[config.mk]
export PLATFORM = sky130hd
export DESIGN_NAME = bus_gen_arbiter_flat
export DESIGN_NICKNAME = d
export VERILOG_FILES = /design/src/rtl/bus_gen_arbiter_if.sv /design/src/rtl/bus_gen_arbiter.sv /design/src/flat_wrapper.sv
export SDC_FILE = /design/constraint.sdc
export NUM_CORES = 1
export LEC_CHECK = 0
export CORE_AREA = 2 2 114 172
export DETAILED_ROUTE_END_ITERATION = 12
export DIE_AREA = 0 0 116 174
export PLACE_DENSITY = 0.7
export SETUP_SLACK_MARGIN = 0.15
export SLEW_MARGIN = 5
export SYNTH_ARGS = -nofsm -noshare
export SYNTH_HDL_FRONTEND = slang
export SYNTH_SLANG_ARGS = --single-unit
[constraint.sdc]
create_clock -name clk -period 3.53 [get_ports clk]
set_input_delay 1.059 -clock clk [delete_from_list [all_inputs] [get_ports clk]]
set_output_delay 1.059 -clock clk [all_outputs]
set_load 0.01 [all_outputs]
[src/rtl/bus_gen_arbiter_if.sv]
//------------------------------------------------------------------------------
// bus_gen_arbiter_if : device-side bus bundle for the shared-bus arbiter
// Rev 1.0 - initial release
//------------------------------------------------------------------------------
`default_nettype none

interface bus_gen_arbiter_if #(
    parameter int DRVRS   = 8,
    parameter int PCKG_SZ = 20
);
    logic [DRVRS-1:0]              pndng;
    logic [DRVRS-1:0][PCKG_SZ-1:0] D_pop;
    logic [DRVRS-1:0]              pop;
    logic [DRVRS-1:0]              push;
    logic [DRVRS-1:0][PCKG_SZ-1:0] D_push;

    modport master (
        input  pndng,
        input  D_pop,
        output pop,
        output push,
        output D_push
    );

    modport slave (
        output pndng,
        output D_pop,
        input  pop,
        input  push,
        input  D_push
    );
endinterface

`default_nettype wire

[src/rtl/bus_gen_arbiter.sv]
//------------------------------------------------------------------------------
// bus_gen_arbiter : round-robin shared-bus arbiter, pops one device and pushes
//                   to the decoded destination (or all others on broadcast)
// Rev 1.0 - initial release
//------------------------------------------------------------------------------
`default_nettype none

module bus_gen_arbiter #(
    parameter int         DRVRS     = 8,
    parameter int         PCKG_SZ   = 20,
    parameter logic [7:0] BROADCAST = 8'hFF
) (
    input wire logic          clk,
    input wire logic          reset,
    bus_gen_arbiter_if.master bus
);

    localparam int              c_gw       = (DRVRS > 1) ? $clog2(DRVRS) : 1;
    localparam logic [c_gw-1:0] c_last_dev = c_gw'(DRVRS - 1);

    typedef enum logic [1:0] {
        IDLE = 2'd0,
        POP  = 2'd1,
        PUSH = 2'd2
    } state_t;

    state_t              r_state;
    state_t              w_next_state;
    logic [c_gw-1:0]     r_grant;
    logic [c_gw-1:0]     w_grant;
    logic [c_gw-1:0]     r_last;
    logic [DRVRS-1:0]    r_pop;
    logic [DRVRS-1:0]    w_pop;
    logic [DRVRS-1:0]    r_push;
    logic [DRVRS-1:0]    w_push;
    logic [PCKG_SZ-1:0]  r_bus;
    logic [7:0]          w_dest;

    // First requester strictly after the previous grant, wrapping around.
    function automatic logic [c_gw-1:0] rr_pick(
        input logic [DRVRS-1:0] req,
        input logic [c_gw-1:0]  last
    );
        logic [c_gw-1:0] pick;
        logic [c_gw-1:0] idx;
        logic            found;
        pick  = '0;
        found = 1'b0;
        for (int k = 1; k <= DRVRS; k++) begin
            idx = c_gw'((int'(last) + k) % DRVRS);
            if (!found && req[idx]) begin
                pick  = idx;
                found = 1'b1;
            end
        end
        return pick;
    endfunction

    assign w_dest = bus.D_pop[r_grant][PCKG_SZ-1 -: 8];

    always_comb begin
        w_next_state = r_state;
        w_grant      = r_grant;
        w_pop        = '0;
        w_push       = '0;
        case (r_state)
            IDLE: begin
                if (|bus.pndng) begin
                    w_grant        = rr_pick(bus.pndng, r_last);
                    w_pop[w_grant] = 1'b1;
                    w_next_state   = POP;
                end
            end
            POP: begin
                // Push strobes are decoded from the same word being latched.
                w_next_state = PUSH;
                if (w_dest == BROADCAST) begin
                    w_push          = '1;
                    w_push[r_grant] = 1'b0;
                end else if (32'(w_dest) < DRVRS) begin
                    w_push[w_dest[c_gw-1:0]] = 1'b1;
                end
            end
            PUSH:    w_next_state = IDLE;
            default: w_next_state = IDLE;
        endcase
    end

    always_ff @(posedge clk or negedge reset) begin
        if (!reset) begin
            r_state <= IDLE;
        end else begin
            r_state <= w_next_state;
        end
    end

    always_ff @(posedge clk or negedge reset) begin
        if (!reset) begin
            r_grant <= '0;
            r_last  <= c_last_dev;
            r_pop   <= '0;
            r_push  <= '0;
            r_bus   <= '0;
        end else begin
            r_grant <= w_grant;
            r_pop   <= w_pop;
            r_push  <= w_push;
            if (r_state == POP) begin
                r_bus  <= bus.D_pop[r_grant];
                r_last <= r_grant;
            end
        end
    end

    assign bus.pop    = r_pop;
    assign bus.push   = r_push;
    assign bus.D_push = {DRVRS{r_bus}};

endmodule

`default_nettype wire

[src/flat_wrapper.sv]
// flat-port wrapper written by rule: the top's interface ports become plain ports
module bus_gen_arbiter_flat 
#(
    parameter int         DRVRS     = 8,
    parameter int         PCKG_SZ   = 20,
    parameter logic [7:0] BROADCAST = 8'hFF
)
  (clk, reset, bus_pndng, bus_D_pop, bus_pop, bus_push, bus_D_push);
  bus_gen_arbiter_if #(.DRVRS(DRVRS), .PCKG_SZ(PCKG_SZ)) bus_i ();
  input wire logic clk;
  input wire logic reset;
  input wire logic [$bits(bus_i.pndng)-1:0] bus_pndng;
  input wire logic [$bits(bus_i.D_pop)-1:0] bus_D_pop;
  output wire logic [$bits(bus_i.pop)-1:0] bus_pop;
  output wire logic [$bits(bus_i.push)-1:0] bus_push;
  output wire logic [$bits(bus_i.D_push)-1:0] bus_D_push;
  assign bus_i.pndng = bus_pndng;
  assign bus_i.D_pop = bus_D_pop;
  assign bus_pop = bus_i.pop;
  assign bus_push = bus_i.push;
  assign bus_D_push = bus_i.D_push;
  bus_gen_arbiter #(.DRVRS(DRVRS), .PCKG_SZ(PCKG_SZ), .BROADCAST(BROADCAST)) u_core (.clk(clk), .reset(reset), .bus(bus_i));
endmodule
==> results.ini <==
[run_status]
outcome=completed

[clock_network]
clkSinkCount=44
cts_buffers=5
cts_tree=done
postCtsHoldBufs=0
cts-root-buf=clkbuf_16
path_clk_slew_ns=0.07
clk_latency_ns=0.29
htreeDepth=2
clockBufferDepth=2

[route]
drtPass1Iterations=4
vias=5483
first_iter_violations=221
wl_per_cell_um=20.7
wirelength_um=22800
viasPerCell=4.96
route.detailed.drc=0
postRouteAntennaNets=0

[synth]
ys_top_cells_by_count=buf_4, nand2_1, dfrtp_1
syn_inst=625
yosysTopAreaCellShare_pct=19.9
postSynth.asyncResetShare_pct=100
yosysSeqAreaShare_pct=20.0
synthesis.nets=797
ys_seq_elements=44
yosysMostFrequentCell=buf_4
yosys.area.top_type=buf_4
synth_cell_types=77
synth-edff-count=0
syn_area_per_cell_um2=8.86
syn_area_mm2=0.00554
synth_area_leaders=buf_4, dfrtp_1, mux4_2, mux2i_1, mux2_2
yosysWarnings=0
ys.flop_type=dfrtp_1

[power_and_ir_drop]
netSwitchingPower_uw=3770
leakagePower_uw=0.00342
pwr-share-seq_pct=14.7
combPwrFrac_pct=78.6
clockPowerShare_pct=6.8
power_density_mw_per_mm2=954
ir_drop_v=0.000428
intPower_uw=4490
switching_share_pct=45.7

[timing]
period_needed_ns=3.16
setup_viol=0
hold_violations=0
timing.final.ws_setup_ns=0.367
period_share_pct=89.6
fmax_mhz=316
grt_setup_unrepaired=no
whs_ns=0.613
slew_headroom_pct=30.7
slew_violations=0
fin_skew_ns=0.00197
tightest_slew_ns=1.04

[placed_design]
port_buffers=345
preCtsSetupSlack_ns=-0.199
gp_congestion=0.992
place_hpwl_um=18500

[setup_path]
crit_family=simple AND/OR/NAND/NOR gates
worstReg2RegStart=u_core.r_last[0]
cp_data_required_time_ns=3.71
r2r_cells=10
reg2reg_slack_ns=0.37
endpoint_kind=register
critical_path_class=register to register
critPathBufInv=3
rr_endpoint=u_core.bus.pop[6]
slowest_delay_ns=0.57
worst_setup_path_start_kind=register
crit_fanout=15
critPathArrivalTime_ns=3.34
cp_slowest_cell=ha_2
path_cells=inv_1 > ha_2 > inv_2 > mux4_2 > nor3b_2 > or2_1 > a31oi_2 > a211oi_1 > buf_4 > nor4_1

[grt]
grt_max_degree=50
grt.total_usage_pct=21.6
grtUsageMet2_pct=40.9
antenna_found_initial=5
use_met3_pct=5.16
gr-total-overflow=0
globalRouteMet1Util_pct=23.4
grt_pass1_vias=5421
grt_pass1_wl_um=32900
top_usage_layer=met2

[finish]
syn_to_final_growth_pct=56.4
fill_cells=1846
drive_gt1_share_pct=16.9
nets=1016

[die]
start_util_pct=29.5
die_h_um=174
coreArea_mm2=0.0188
row_count=62
die_x_um=116
die_area_mm2=0.0202
ios=346

[hold_path]
hold_start=u_core.r_state[1]
hold_end=u_core.r_grant[1]
min_delay_path_depth=2
holdCritPathClass=register to register

[run]
drv_cap=0

==> area by class of cell <==
type	instances	area (um2)	area share (%)
repair buffers	401	3900	45.0
multi-input cells	378	3100	35.8
flip-flops and latches	44	1110	12.8
well taps	256	320	3.70
clock buffers	5	125	1.45
inverters	14	52.6	0.607
clock inverters	3	46.3	0.535
diodes	4	10.0	0.116
==> layout by cell type (no fill, tap or decap), types with 8 or more instances in the layout <==
cell,instances
a21oi_1,23
a221oi_1,8
a31oi_1,11
buf_4,55
clkdlybuf4s50_1,336
dfrtp_1,38
inv_1,12
mux2_2,20
mux2i_1,34
mux4_2,26
nand2_1,50
nand3b_1,9
nor2_1,33
nor2b_1,10
nor4_1,9
o21ai_0,27
==> stage by stage <==
step	std cells	util, %	power (uW)	setup TNS (ns)	area, um2
final	1105	46.1	8260	0	8660
after global routing	1103	46.1	8830	0	8650
after CTS	1101	45.8	8260	0	8600
after detailed placement	1092	44.9	7670	-1.61	8420
after global placement	1092	44.9	7620	-1.21	8420
after floorplan	625	-	5500	0	5550
==> routing by layer <==
layer  wire length (um)  vias to the layer above
met3               1980                       31
met5                 24                        -
li1                   -                     2588
met2              12300                      238
met1               8070                     2622
met4                442                        4
==> what timing repair did <==
| action | in CTS | in global routing |
|---|---|---|
| endpoints found under the setup margin | 5 | 10 |
| setup buffers | 1 | 0 |
| gates cloned | 0 | 0 |
| resized for setup | 2 | 13 |
==> worst min-delay path: stages (launching register included) <==
cell and delay [ns]:
dfrtp_1 0.35, a211o_2 0.15, o31ai_1 0.07
==> how the worst max path moves through the flow <==
stage                                 from                  to  slack [ns]  depth (start not counted)
after floorplan           u_core.r_last[0]   u_core.r_grant[1]        0.18                         14
after global placement        bus_pndng[2]   u_core.bus.pop[3]       -0.16                          9
after detailed placement      bus_pndng[1]   u_core.bus.pop[5]       -0.20                          8
after CTS                     bus_pndng[7]   u_core.bus.pop[6]        0.15                          9
after global routing         bus_D_pop[78]  u_core.bus.push[6]        0.26                          8
final                     u_core.r_last[0]   u_core.bus.pop[6]        0.37                         10
==> cells by family (layout without fill, tap and decap cells) <==
family | after synthesis | count (layout) | share of synthesized area, %
compound gates | 134 | 134 | 17.3
buf+inv | 203 | 423 | 24.9
mux | 82 | 82 | 21.7
flops | 44 | 44 | 20.0
xor+xnor | 4 | 4 | 0.633
simple gates | 156 | 156 | 15.0
other cells | 0 | 4 | 0
fa+ha+maj | 2 | 2 | 0.452
==> power by group through the flow <==
stage,logic [uW],registers (uW),clock network (uW)
floorplan,4500,1000,0
CTS,6460,1230,574
global placement,6400,1220,0
global route,6980,1270,586
detailed placement,6440,1230,0
finish,6490,1210,559
==> state kept, by name (all words and copies together) (netlist names) <==
signal / count
u_core.r_last: 3
u_core.bus.push: 8
u_core.r_grant: 3
u_core.bus.pop: 8
u_core.r_bus: 20
u_core.r_state: 2
Note: power is estimated with default switching activity, not from simulation.
